<file path="config.mk">
export PLATFORM = sky130hd
export DESIGN_NAME = hififo_rr_arbiter
export DESIGN_NICKNAME = d
export VERILOG_FILES = /design/src/rtl/hififo_pkg.sv /design/src/rtl/hififo_rr_priority_pick.sv /design/src/rtl/hififo_rr_arbiter.sv
export SDC_FILE = /design/constraint.sdc
export NUM_CORES = 1
export LEC_CHECK = 0
export ABC_AREA = 1
export CAP_MARGIN = 20
export CORE_UTILIZATION = 45
export CTS_CLUSTER_SIZE = 30
export DETAILED_ROUTE_END_ITERATION = 12
export GPL_TIMING_DRIVEN = 0
export PLACE_DENSITY = 0.8
export SETUP_SLACK_MARGIN = 0.5
export SYNTH_ARGS = -nofsm -noshare
export SYNTH_HDL_FRONTEND = slang
export SYNTH_SLANG_ARGS = --single-unit
</file>
<file path="constraint.sdc">
create_clock -name clock -period 4.9 [get_ports clock]
set_clock_uncertainty 0.1 [all_clocks]
set_input_delay 0.735 -clock clock [delete_from_list [all_inputs] [get_ports clock]]
set_output_delay 0.735 -clock clock [all_outputs]
set_load 0.02 [all_outputs]
</file>
<file path="src/rtl/hififo_pkg.sv">
// Shared definitions for the hififo read-request path: arbiter FSM states and
// default tag/outstanding sizing.
package hififo_pkg;

  typedef enum logic [1:0] {
    StRun,
    StDrain,
    StHalt
  } hififo_state_e;

  localparam int unsigned TbitsDefault  = 5;
  localparam int unsigned MaxoutDefault = 8;

endpackage

</file>
<file path="src/rtl/hififo_rr_priority_pick.sv">
// Rotating priority encoder: returns the first set request at or after start_i,
// wrapping around.
module hififo_rr_priority_pick #(
  parameter  int unsigned N  = 4,
  localparam int unsigned IW = (N > 1) ? $clog2(N) : 1
) (
  input  logic [N-1:0]  req_i,
  input  logic [IW-1:0] start_i,
  output logic          valid_o,
  output logic [IW-1:0] idx_o
);

  logic [IW-1:0] cand;

  always_comb begin
    valid_o = 1'b0;
    idx_o   = '0;
    cand    = '0;
    for (int unsigned k = 0; k < N; k++) begin
      cand = IW'((32'(start_i) + k) % N);
      if (!valid_o && req_i[cand]) begin
        valid_o = 1'b1;
        idx_o   = cand;
      end
    end
  end

endmodule

</file>
<file path="src/rtl/hififo_rr_arbiter.sv">
// Round-robin read-request arbiter with tag allocation, per-source outstanding
// limits, completion tracking and an abort/drain/halt sequence.
module hififo_rr_arbiter
  import hififo_pkg::*;
#(
  parameter int unsigned NREQ   = 4,
  parameter int unsigned AMSB   = 63,
  parameter int unsigned TBITS  = TbitsDefault,
  parameter int unsigned MAXOUT = MaxoutDefault
) (
  input  logic                       clock,
  input  logic                       reset_n,
  input  logic [NREQ-1:0]            req_valid,
  input  logic [NREQ*(AMSB+1)-1:0]   req_addr,
  output logic [NREQ-1:0]            req_ready,
  output logic                       out_valid,
  output logic [AMSB:0]              out_addr,
  output logic [TBITS-1:0]           out_tag,
  input  logic                       out_ready,
  input  logic                       rc_valid,
  input  logic [TBITS-1:0]           rc_tag,
  input  logic                       rc_last,
  output logic [NREQ-1:0]            rc_done,
  input  logic                       abort,
  output logic                       halted,
  output logic                       err_tag
);

  localparam int unsigned NTAGS = 2 ** TBITS;
  localparam int unsigned SW    = (NREQ > 1) ? $clog2(NREQ) : 1;
  localparam int unsigned CW    = $clog2(MAXOUT + 1);
  localparam int unsigned AW    = AMSB + 1;

  hififo_state_e    state_q, state_d;
  logic             out_valid_q, out_valid_d;
  logic [AMSB:0]    out_addr_q, out_addr_d;
  logic [TBITS-1:0] out_tag_q, out_tag_d;
  logic [NTAGS-1:0] busy_q, busy_d;
  logic [SW-1:0]    owner_q [NTAGS];
  logic [CW-1:0]    cnt_q [NREQ];
  logic [CW-1:0]    cnt_d [NREQ];
  logic [SW-1:0]    rr_ptr_q, rr_ptr_d;
  logic [NREQ-1:0]  rc_done_q, rc_done_d;
  logic             err_q, err_d;

  logic [NREQ-1:0]  eligible;
  logic             src_found, tag_found, load_ok, grant;
  logic [SW-1:0]    src_idx;
  logic [TBITS-1:0] tag_idx;
  logic             release_tag;
  logic [SW-1:0]    rel_owner;

  always_comb begin
    eligible = '0;
    for (int unsigned i = 0; i < NREQ; i++) begin
      eligible[i] = req_valid[i] && (cnt_q[i] < CW'(MAXOUT));
    end
  end

  hififo_rr_priority_pick #(
    .N (NREQ)
  ) u_src_pick (
    .req_i   (eligible),
    .start_i (rr_ptr_q),
    .valid_o (src_found),
    .idx_o   (src_idx)
  );

  // Same encoder with a fixed start of 0 yields the lowest free tag.
  hififo_rr_priority_pick #(
    .N (NTAGS)
  ) u_tag_pick (
    .req_i   (~busy_q),
    .start_i ('0),
    .valid_o (tag_found),
    .idx_o   (tag_idx)
  );

  assign load_ok     = (state_q == StRun) && (!out_valid_q || out_ready);
  assign grant       = load_ok && src_found && tag_found;
  assign release_tag = rc_valid && rc_last && busy_q[rc_tag];
  assign rel_owner   = owner_q[rc_tag];

  always_comb begin
    req_ready = '0;
    for (int unsigned i = 0; i < NREQ; i++) begin
      req_ready[i] = grant && (src_idx == SW'(i));
    end
  end

  always_comb begin
    busy_d = busy_q;
    if (release_tag) busy_d[rc_tag] = 1'b0;
    if (grant)       busy_d[tag_idx] = 1'b1;

    out_valid_d = out_valid_q && !out_ready;
    out_addr_d  = out_addr_q;
    out_tag_d   = out_tag_q;
    rr_ptr_d    = rr_ptr_q;
    if (grant) begin
      out_valid_d = 1'b1;
      out_addr_d  = req_addr[32'(src_idx) * AW +: AW];
      out_tag_d   = tag_idx;
      rr_ptr_d    = (32'(src_idx) == NREQ - 1) ? '0 : src_idx + SW'(1);
    end

    // Increment and decrement may hit the same source in one cycle.
    for (int unsigned i = 0; i < NREQ; i++) begin
      cnt_d[i] = cnt_q[i] + CW'(grant && (src_idx == SW'(i)))
                          - CW'(release_tag && (rel_owner == SW'(i)));
    end

    rc_done_d = '0;
    if (release_tag) rc_done_d[rel_owner] = 1'b1;
    err_d = err_q | (rc_valid && rc_last && !busy_q[rc_tag]);

    state_d = state_q;
    case (state_q)
      StRun:   if (abort) state_d = StDrain;
      StDrain: if (!out_valid_d && (busy_d == '0)) state_d = StHalt;
      StHalt:  if (!abort) state_d = StRun;
      default: state_d = StRun;
    endcase
  end

  always_ff @(posedge clock or negedge reset_n) begin
    if (!reset_n) begin
      state_q     <= StRun;
      out_valid_q <= 1'b0;
      out_addr_q  <= '0;
      out_tag_q   <= '0;
      busy_q      <= '0;
      rr_ptr_q    <= '0;
      rc_done_q   <= '0;
      err_q       <= 1'b0;
      for (int unsigned t = 0; t < NTAGS; t++) owner_q[t] <= '0;
      for (int unsigned i = 0; i < NREQ; i++) cnt_q[i] <= '0;
    end else begin
      state_q     <= state_d;
      out_valid_q <= out_valid_d;
      out_addr_q  <= out_addr_d;
      out_tag_q   <= out_tag_d;
      busy_q      <= busy_d;
      rr_ptr_q    <= rr_ptr_d;
      rc_done_q   <= rc_done_d;
      err_q       <= err_d;
      if (grant) owner_q[tag_idx] <= src_idx;
      for (int unsigned i = 0; i < NREQ; i++) cnt_q[i] <= cnt_d[i];
    end
  end

  assign out_valid = out_valid_q;
  assign out_addr  = out_addr_q;
  assign out_tag   = out_tag_q;
  assign rc_done   = rc_done_q;
  assign halted    = (state_q == StHalt);
  assign err_tag   = err_q;

endmodule

</file>
==> results.py <==
metrics = {
    "status": {
        "status": "complete, no violations",
    },
    "floorplan": {
        "core_sq_um": 24400,
        "initial_utilization_pct": 46.1,
        "die_area_sq_um": 25600,
        "ios": 351,
        "die_h_um": 160,
        "row_count": 57,
        "die_w_um": 160,
    },
    "yosys": {
        "ys_types": 51,
        "ys_ff_latch": 191,
        "synthFlopType": "dfrtp_1",
        "syn-num-nets": 1757,
        "netlist_top_cells_area": "dfrtp_1 43%, nand2_1 9.3%, o21ai_0 8.9%",
        "yosysSeqAreaShare_pct": 42.5,
        "synthArstFlopShare_pct": 100,
        "synth_top_area_share_pct": 42.5,
        "ys.warnings.count": 0,
        "yosysTopAreaCell": "dfrtp_1",
        "syn_inst": 1462,
        "netlist_area_sq_um": 11200,
        "synth-edff-count": 0,
        "syn_avg_cell_area_sq_um": 7.69,
    },
    "cts": {
        "clk-insertion-delay-late_ps": 450,
        "cts_tree": "built",
        "cts_buffer_depth": 2,
        "cts_sinks": 191,
        "cts_inserted_buffers": 17,
        "root_buffer": "clkbuf_16",
        "htree_levels": 4,
        "path_clk_slew_ps": 80,
    },
    "finish": {
        "fin_util_pct": 66.7,
        "fin_cells": 2201,
        "finalNetCount": 2150,
        "multi_input_area_sq_um": 5820,
        "drive_gt1_share_pct": 8.51,
        "finalInstanceArea_sq_um": 16300,
        "area_growth_pct": 44.6,
        "ff_latch_area_sq_um": 4780,
        "fillCellCount": 2101,
    },
    "timing": {
        "fin_setup_tns_ps": 0,
        "post-route-min-period_ps": 4290,
        "worstMarginPinSlew_ps": 894,
        "fmax_mhz": 233,
        "rsz0062_at_grt": "yes",
        "setup_viol": 0,
        "period_share_pct": 87.6,
        "maxSlewViolCount": 0,
        "hold_viol_final": 0,
        "slew_headroom_pct": 39.6,
    },
    "worst_setup_path": {
        "reg2regPathDepth": 25,
        "path_cells": "clkdlybuf4s50_1 > inv_1 > nand2_2 > clkinv_2 > buf_2 > a22oi_1 > nand2_1 > nand2_1 > nand4_1 > a2111oi_4 > nand2_1 > nor2_1 > ha_1 > inv_1 > ha_1 > inv_1 > fa_1 > xnor2_1",
        "startpoint_type": "primary input",
        "r2r_start": "busy_q[0]",
        "crit_cells": 18,
        "crit_buf_inv": 6,
        "crit_family": "buffers and inverters",
        "setup.worst_path.start": "rc_tag[1]",
        "crit_path_max_fanout": 10,
        "worst_setup_path_end_kind": "register",
        "crit_required_ps": 5140,
        "slowest_stage": "clkdlybuf4s50_1",
        "slowest_delay_ps": 540,
        "arrival_ps": 4530,
        "worst-setup-path-type": "primary input to register",
    },
    "routing": {
        "top_layer": "met5",
        "vias": 12600,
        "wl_met2_um": 23200,
        "met3_length_um": 4890,
        "wire_per_inst_um": 21.9,
        "wl_um": 48100,
        "wl_met1_um": 18000,
        "antenna_left": 0,
        "avgViaCountPerCell": 5.72,
        "drt-pass1-iter-count": 8,
        "drc": 0,
        "drt_iter0_drc": 1153,
    },
    "global_route": {
        "grt_start_max_net_pins": 119,
        "antenna_found_initial": 11,
        "grt_pass1_wl_um": 72100,
        "grtUsageTotal_pct": 37.3,
        "grt_overflow": 0,
        "grt_pass1_vias": 12500,
    },
    "pwr": {
        "power_density_nw_per_um2": 691,
        "vdd_ir_drop_max_v": 0.000501,
        "p_leak_uw": 0.00720,
    },
    "hold_path": {
        "hp-class": "primary input to asynchronous set/reset pin",
    },
    "placement": {
        "dp_hpwl_um": 36800,
        "io_buffers": 350,
        "place_area_sq_um": 15200,
        "post-place-cells": 2137,
        "gp_congestion": 1.02,
    },
    "run": {
        "cap_violations": 0,
    },
}
## per-layer routing
layer	vias to the layer above	GRT usage [%]
li1	5749	-
met1	6048	45.3
met2	670	61.3
met3	119	11.0
met4	4	15.9
met5	-	0
## path summary, 6_finish.rpt
path / end / slack (ps)
setup reg to reg: owner_q[3] / 1090
min in group clock: err_tag / 380
max in group asynchronous: out_addr[24] / 3510
hold reg to reg: err_tag / 380
setup / recovery: cnt_q[10] / 610
hold / removal: cnt_q[9] / 160
## per-stage QoR
stage	hold WS [ps]	worst slack (ps)	power [uW]
after floorplan	339	981	6740
after global placement	361	-5140	9230
after detailed placement	365	-1010	9350
after CTS	187	494	11000
after global routing	205	472	11900
final	164	609	11200
## state kept, by name (all words and copies together), names as in the netlist
| register | cells |
|---|---|
| out_addr | 64 |
| owner_q | 64 |
| busy_q | 32 |
| cnt_q | 16 |
| out_tag | 5 |
| rc_done | 4 |
| rr_ptr_q | 2 |
| state_q | 2 |
| err_tag | 1 |
| out_valid | 1 |
## synthesized netlist by cell type, types with 6 or more instances
master    number
nand2_1      280
xnor2_1        8
nor3_1        15
o21ai_2        6
o21ai_1       14
ha_1          20
dfrtp_1      191
nor2_2         6
o221ai_1       7
o32a_1        64
a21oi_1       13
buf_2         10
a31oi_1       12
inv_1        122
nand3_1       51
a22o_1         7
nor4_1         7
clkbuf_1      62
or2_2          8
o21ai_0      199
buf_1          8
nor2_1       252
a22oi_1       41
## layout make-up
type                       count  share of cell area (%)
antenna                        9                   0.138
buffer                        84                    2.78
clock buffer                  17                    2.62
clock inverter                15                    1.03
inverter                     130                    3.02
multi-input combinational   1057                    35.8
sequential                   191                    29.4
tap                          324                    2.49
timing repair buffer         374                    22.7
## cell usage in the layout (no fill, tap or decap), types with 17 or more instances in the layout
cell type        instances
nand2_1                277
clkbuf_1                48
buf_4                   27
o21ai_0                197
ha_1                    20
o32a_1                  64
clkdlybuf4s50_1        343
a22oi_1                 41
nor2_1                 246
dfrtp_1                191
nand3_1                 51
inv_1                  122
clkbuf_16               17
## logic make-up after synthesis
group / Yosys count / synth area share, %
AO/OA/AOI/OAI: 378 / 21.8
XOR/XNOR: 13 / 1.01
adder cells (fa/ha/maj): 24 / 2.94
buffers and inverters: 214 / 7.58
flip-flops: 191 / 42.5
AND/OR/NAND/NOR: 642 / 24.1
## where the power goes
part / total, uW / switching (uW) / leakage, uW / internal (uW)
sequential: 2360 / 327 / 0.00247 / 2030
combinational: 7420 / 4570 / 0.00444 / 2850
clock: 1450 / 715 / 0.000292 / 732
total: 11200 / 5610 / 0.00720 / 5620
## repair_timing
action / 4_1_cts / 5_1_grt
resized for setup: 70 / 45
hold buffers: 0 / 0
setup buffers: 15 / 8
pin swaps: 10 / 11
setup endpoints to repair: 22 / 17
endpoints found under the hold margin: 0 / 0
No activity file was read; power rests on OpenSTA's default activity.
